--- config.mk ---
export PLATFORM = sky130hd
export DESIGN_NAME = flag_timer
export DESIGN_NICKNAME = d
export VERILOG_FILES = /design/src/rtl/flag_timer.sv
export SDC_FILE = /design/constraint.sdc
export NUM_CORES = 1
export LEC_CHECK = 0
export CELL_PAD_IN_SITES_DETAIL_PLACEMENT = 1
export CELL_PAD_IN_SITES_GLOBAL_PLACEMENT = 2
export CORE_MARGIN = 2
export CORE_UTILIZATION = 32
export CTS_CLUSTER_DIAMETER = 40
export DETAILED_ROUTE_END_ITERATION = 10
export GPL_ROUTABILITY_DRIVEN = 0
export PLACE_DENSITY_LB_ADDON = 0.1
export SYNTH_ARGS = -nofsm -noshare
export SYNTH_HDL_FRONTEND = slang
export SYNTH_SLANG_ARGS = --single-unit
--- constraint.sdc ---
create_clock -name refclk -period 3.4 [get_ports refclk]
set_input_delay 0.34 -clock refclk [delete_from_list [all_inputs] [get_ports refclk]]
set_output_delay 0.34 -clock refclk [all_outputs]
set_load 0.02 [all_outputs]
--- src/rtl/flag_timer.sv ---
// Programmable countdown timer driven by the chip's free-running uS/mS/100mS pulses.
// Start/busy/done handshake, one-shot or periodic, with a selectable time unit.
module flag_timer #(
  parameter int CNT_WIDTH = 16
) (
  input  logic                 refclk,
  input  logic                 rst_n,
  input  logic                 uS_Flag,
  input  logic                 mS_Flag,
  input  logic                 hundredmS_Flag,
  input  logic                 start,
  input  logic                 cancel,
  input  logic [1:0]           unit_sel,
  input  logic [CNT_WIDTH-1:0] load_val,
  input  logic                 periodic,
  output logic                 busy,
  output logic                 done,
  output logic [CNT_WIDTH-1:0] remaining
);

  typedef enum logic {
    IDLE = 1'b0,
    RUN  = 1'b1
  } state_t;

  typedef enum logic [1:0] {
    UNIT_US    = 2'd0,
    UNIT_MS    = 2'd1,
    UNIT_100MS = 2'd2,
    UNIT_CLK   = 2'd3
  } unit_t;

  state_t               state, stateNext;
  logic [CNT_WIDTH-1:0] cnt, cntNext;
  logic [CNT_WIDTH-1:0] reloadR, reloadNext;
  unit_t                unitR, unitNext;
  logic                 periodicR, periodicNext;
  logic                 doneR, doneNext;
  logic                 tick;

  // The unit latched at start picks which time-base pulse advances the count.
  always_comb begin
    unique case (unitR)
      UNIT_US:    tick = uS_Flag;
      UNIT_MS:    tick = mS_Flag;
      UNIT_100MS: tick = hundredmS_Flag;
      UNIT_CLK:   tick = 1'b1;
      default:    tick = 1'b0;
    endcase
  end

  always_comb begin
    // NOTE: every next-state value is defaulted first so no path through the
    // if/else chain below can leave one unassigned and infer a latch.
    stateNext    = state;
    cntNext      = cnt;
    reloadNext   = reloadR;
    unitNext     = unitR;
    periodicNext = periodicR;
    doneNext     = 1'b0;

    if (cancel) begin
      stateNext = IDLE;
      cntNext   = '0;
    end else if (start) begin
      if (load_val != '0) begin
        stateNext    = RUN;
        cntNext      = load_val;
        reloadNext   = load_val;
        unitNext     = unit_t'(unit_sel);
        periodicNext = periodic;
      end else begin
        // A zero-length request completes immediately without ever running.
        stateNext = IDLE;
        cntNext   = '0;
        doneNext  = 1'b1;
      end
    end else if (state == RUN && tick) begin
      if (cnt > CNT_WIDTH'(1)) begin
        cntNext = cnt - CNT_WIDTH'(1);
      end else begin
        doneNext = 1'b1;
        if (periodicR) begin
          cntNext = reloadR;
        end else begin
          stateNext = IDLE;
          cntNext   = '0;
        end
      end
    end
  end

  always_ff @(posedge refclk or negedge rst_n) begin
    if (!rst_n) begin
      state     <= IDLE;
      cnt       <= '0;
      reloadR   <= '0;
      unitR     <= UNIT_US;
      periodicR <= 1'b0;
      doneR     <= 1'b0;
    end else begin
      // NOTE: non-blocking assignments make every register update from the
      // same pre-edge values, independent of statement order.
      state     <= stateNext;
      cnt       <= cntNext;
      reloadR   <= reloadNext;
      unitR     <= unitNext;
      periodicR <= periodicNext;
      doneR     <= doneNext;
    end
  end

  assign busy      = (state == RUN);
  assign done      = doneR;
  assign remaining = cnt;

endmodule

== Word level (Yosys, flattened, before mapping) ==
Cells that the tools add are included.

* Add/sub/neg operators: 1
* Order comparisons: 1
* Eq/ne operators: 5
* Mux-type cells: 18
* Bitwise logic cells: 1
* Reduce and logical (&&, ||, !) cells: 6

{| class="wikitable"
|+ Operators with widths
! operator !! number
|-
| 16-bit two-way mux || 6
|-
| 16-bit by 1-bit greater-than comparator with 1-bit output (second input constant) || 1
|-
| 16-bit nonzero test || 1
|-
| 16-bit by 1-bit subtractor with 16-bit output (second input constant) || 1
|-
| 1-bit two-way mux || 11
|-
| 3-bit inequality test (second input constant) || 2
|-
| 3-bit AND reduction || 2
|-
| 2-bit equality test (second input constant) || 2
|-
| 1-bit case mux with 4 select lines || 1
|-
| 3-bit nonzero test || 1
|-
| 2-bit by 1-bit equality test with 1-bit output (second input constant) || 1
|-
| 2-bit zero test || 1
|-
| 1-bit logical AND || 1
|-
| 1-bit NOT || 1
|}

* Register bits: 37
* Output and inout port bits: 18
* Word-level logic and storage cells: 38

== Longest topological paths before layout ==
* Depth after elaboration: 6
* Gate-level depth with buffers: 8
* Depth with buffers taken out: 7

== Worst setup path before layout ==
OpenSTA, ideal clock, no wires.

* Path type: flip-flop to flip-flop
* Start: register cnt[10] (netlist: remaining[10])
* End: register cnt[15] (netlist: remaining[15])
* Data arrival time: 2.094 ns
* Data required time: 3.261 ns
* Path slack: 1.167 ns
* Stages on the path, launching flop included: 8
* Path buffers: 1
* Clock period less this slack: 2.233 ns
* Path through: dfrtp_1 -> or3_4 -> or3_4 -> nor3_4 -> buf_2 -> a211oi_2 -> a221oi_1 -> a211oi_2

* Longest elaborated chain between the ends: 5

{| class="wikitable"
|+ RTL lines
! item !! RTL line !! text
|-
| from (decl) || 34 || <nowiki>logic [CNT_WIDTH-1:0] cnt, cntNext;</nowiki>
|-
| from (signal assigned) || 105 || <nowiki>cnt <= cntNext;</nowiki>
|-
| 16-bit by 1-bit subtractor with 16-bit output / 16-bit by 1-bit greater-than comparator with 1-bit output (equally long branches) || 80, 79 ||
|-
| 16-bit two-way mux * || 79 || <nowiki>if (cnt > CNT_WIDTH'(1)) begin</nowiki>
|-
| 16-bit two-way mux * || 78 || <nowiki>end else if (state == RUN && tick) begin</nowiki>
|-
| 16-bit two-way mux * || 65 || <nowiki>end else if (start) begin</nowiki>
|-
| 16-bit two-way mux * || 62 || <nowiki>if (cancel) begin</nowiki>
|}

Mark *: on every way between the ends. The rest lies on a longest branch, timed or not. The select of a mux whose other input is x is not followed.
A chain may end at the register's enable or synchronous reset.

== Worst setup path after layout ==
* Start: register cnt[10] (netlist: remaining[10])
* End: register cnt[6] (netlist: remaining[6])

* Longest elaborated chain between the ends: 5

{| class="wikitable"
|+ RTL lines
! item !! RTL line
|-
| 16-bit by 1-bit greater-than comparator with 1-bit output || 79
|-
| 16-bit two-way mux || 79
|-
| 16-bit two-way mux || 78
|-
| 16-bit two-way mux || 65
|-
| 16-bit two-way mux || 62
|}

No other way between the ends. The select of a mux whose other input is x is not followed.

==> flow_summary.yaml <==
outcome:
  status: "finished clean"
timing:
  worst_setup_slack_final_ps: 827
  final.period_utilization: 0.757
  worst_pin_slew_ps: 849
  hold_violations: 0
  final-max-slew-violation-count: 0
  finalSetupTns_ps: 0
  slew_headroom: 0.434
  setup_repair_after_global_routing_missed_its_margin: "false"
  timing.clock.skew_ps: 8.05
  period_minus_slack_ps: 2570
  endpoints_failing_setup: 0
  f_max_mhz: 389
routing:
  dr.pass1.iters: 4
  wl_met1_um: 3260
  route.met3.wl_um: 263
  top_layer: "met4"
  via_count: 1955
  wl_per_cell_um: 17.1
  postRouteAntennaNets: 0
  viasPerCell: 5.30
  met2_wirelength_um: 2730
  drt-initial-drc-count: 79
  detail_route.wirelength_um: 6330
  detail_route.drc_violations: 0
clock_network:
  cts-buffers-inserted: 5
  clock_tree.buffer_depth: 2
  post_cts_buffers: 0
  clockRootBuffer: "clkbuf_8"
  htree_num_levels: 2
  cts_repair_resize_count: 0
  path_clk_slew_ps: 80
  cts_tree: "built"
  clock_latency_ps: 290
  cts_sinks: 37
  cts_hold_buf: 0
power:
  design_power_total_mw: 1.18
  power-per-cell-area_nw_per_um2: 441
  peakVddDrop_v: 0.000218
  leakage_nw: 1.18
synth:
  syn-mean-instance-area_um2: 8.29
  synth_sequential_area_ratio: 0.443
  synth_enable_flop_cells: 0
  synthesis.yosys.warnings: 0
  synth_nets: 280
  post_synth_inst_count: 252
  yosysTopAreaCellShare: 0.443
  synthDominantAreaCellType: "dfrtp_1"
  synthTopCellsByArea: "dfrtp_1 44%, nand2_1 12%, nor2_1 4.7%"
  synth_flop_cell: "dfrtp_1"
  synthDistinctLibCells: 39
  ys_top_cells_by_count: "66 x nand2_1, 37 x dfrtp_1, 26 x nor2_1"
  post-synth-top-count-cell: "nand2_1"
  netlist_area_um2: 2090
  async_reset_ff_frac: 1.00
  synth.ff_latch_count: 37
layout:
  fin_util: 0.420
  fillerInstances: 754
  layout.nets: 319
  synthToLayoutAreaGrowth_pct: 27.6
  design_area_um2: 2670
  antennaDiodeCount: 0
  multiInputGateArea_um2: 1090
  drive_above_1_share: 0.0685
  seqCellArea_um2: 926
job:
  cap_viol_max_count: 0
placement:
  placed_cell_area_um2: 2580
  post-place-ws_ps: 851
  post-dp-hpwl_um: 4780
  io_buffer_count: 43
worst_setup_path:
  critical_path_required_ps: 3610
  arrival_ps: 2780
  startpoint_type: "flop"
  startpoint: "remaining[10]"
  timing.critical_path.slowest_cell_delay_ps: 540
  worst_case_register_to_register_setup_slack_ps: 830
  worstSetupEndpointType: "flop"
  worst_path_most_repeated_cell: "or3_4"
  rr_startpoint: "remaining[10]"
  crit_slowest_cell: "nor3_4"
  critical_path_cell_by_cell: "or3_4 -> or3_4 -> nor3_4 -> buf_4 -> and3_1 -> o21ai_1 -> a31oi_1"
  timing_worst_setup_path_type: "reg -> reg"
  timing.critical_path.max_delay_family: "simple AND/OR/NAND/NOR gates"
  critPathBufInv: 1
  path_max_fanout: 16
global_routing:
  grt_pass1_wl_um: 10700
  globalRoute.totalOverflow: 0
  grt_util_all_layers: 0.189
  number_of_global_route_vias_before_repair: 1993
  maximum_number_of_pins_on_one_net_before_global_route_repair: 38
  grt_antenna_before_repair: 0
floorplan:
  die_area_um2: 7190
  die_h_um: 84.8
  chipWidth_um: 84.8
  core_region_area_um2: 6350
  initial_core_util: 0.329
  top_level_ports: 44
  row_count: 29
worst_hold_path:
  hp-class: "in -> async"
-- worst paths after layout --
path	end	cells after the start
worst min register to register	reloadR[5]	2
worst min-delay path	reloadR[9]	1
max in group asynchronous	reloadR[4]	1
worst max-delay path	remaining[6]	7
min in group refclk	reloadR[5]	2
worst max register to register	remaining[6]	7
-- placed cells by master, fill, tap and decap left out, drive strengths merged, types with 3 or more instances in the layout --
master         count
o21ai             13
or3                5
xor2               7
a221oi             4
inv                3
nor4               7
a311oi             3
dfrtp             37
xnor2              3
or4                3
nand3b             3
nor3               7
nand3              6
clkbuf             6
a31oi              9
clkdlybuf4s50     42
nand2             66
and3               8
nor2              26
buf                6
a21oi              6
a211oi             4
-- registers in the layout, summed over array words and instances (netlist names) --
name and cells:
periodicR 1, done 1, reloadR 16, unitR 2
remaining 16, busy 1
-- kinds of logic (layout without fill, tap and decap cells) --
kind of cell,count (synthesis),in the layout,share of synthesized area
xor gates and xnor gates,10,10,0.0419
DFF,37,37,0.443
AOI/OAI and AO/OA,48,48,0.154
and+or+nand+nor,135,135,0.307
muxes,1,1,0.00479
adders and majority gates,2,2,0.0120
buffers and inverters,19,59,0.0365
-- metal layers --
metal,track usage,vias to the layer above
met4,0.0476,0
met3,0.0324,6
met1,0.290,943
met5,0,-
met2,0.275,45
li1,-,961
-- stage by stage --
step	hold slack [ps]	std cells
after CTS	183	369
final	153	369
after detailed placement	461	361
after floorplan	44.4	252
after global placement	458	361
after global routing	214	369
-- worst register-to-register path, delay by kind of cell (launching register included) --
kind                   cells  cell delay (ps)
buffers and inverters      1              260
and+or+nand+nor            4             1570
AOI/OAI and AO/OA          2              220
DFF                        1              430
-- area by class of cell --
type,instances,share of cell area
multi-input combinational,196,0.408
sequential,37,0.347
timing repair buffer,48,0.174
tap,77,0.0361
clock buffer,6,0.0272
inverter,3,0.00422
clock inverter,2,0.00375
-- power by group --
part	switching, mW	internal [mW]
Combinational	0.171	0.146
Sequential	0.0670	0.492
Clock	0.159	0.142
Total	0.397	0.780
Power figures use the tool's default switching activity.
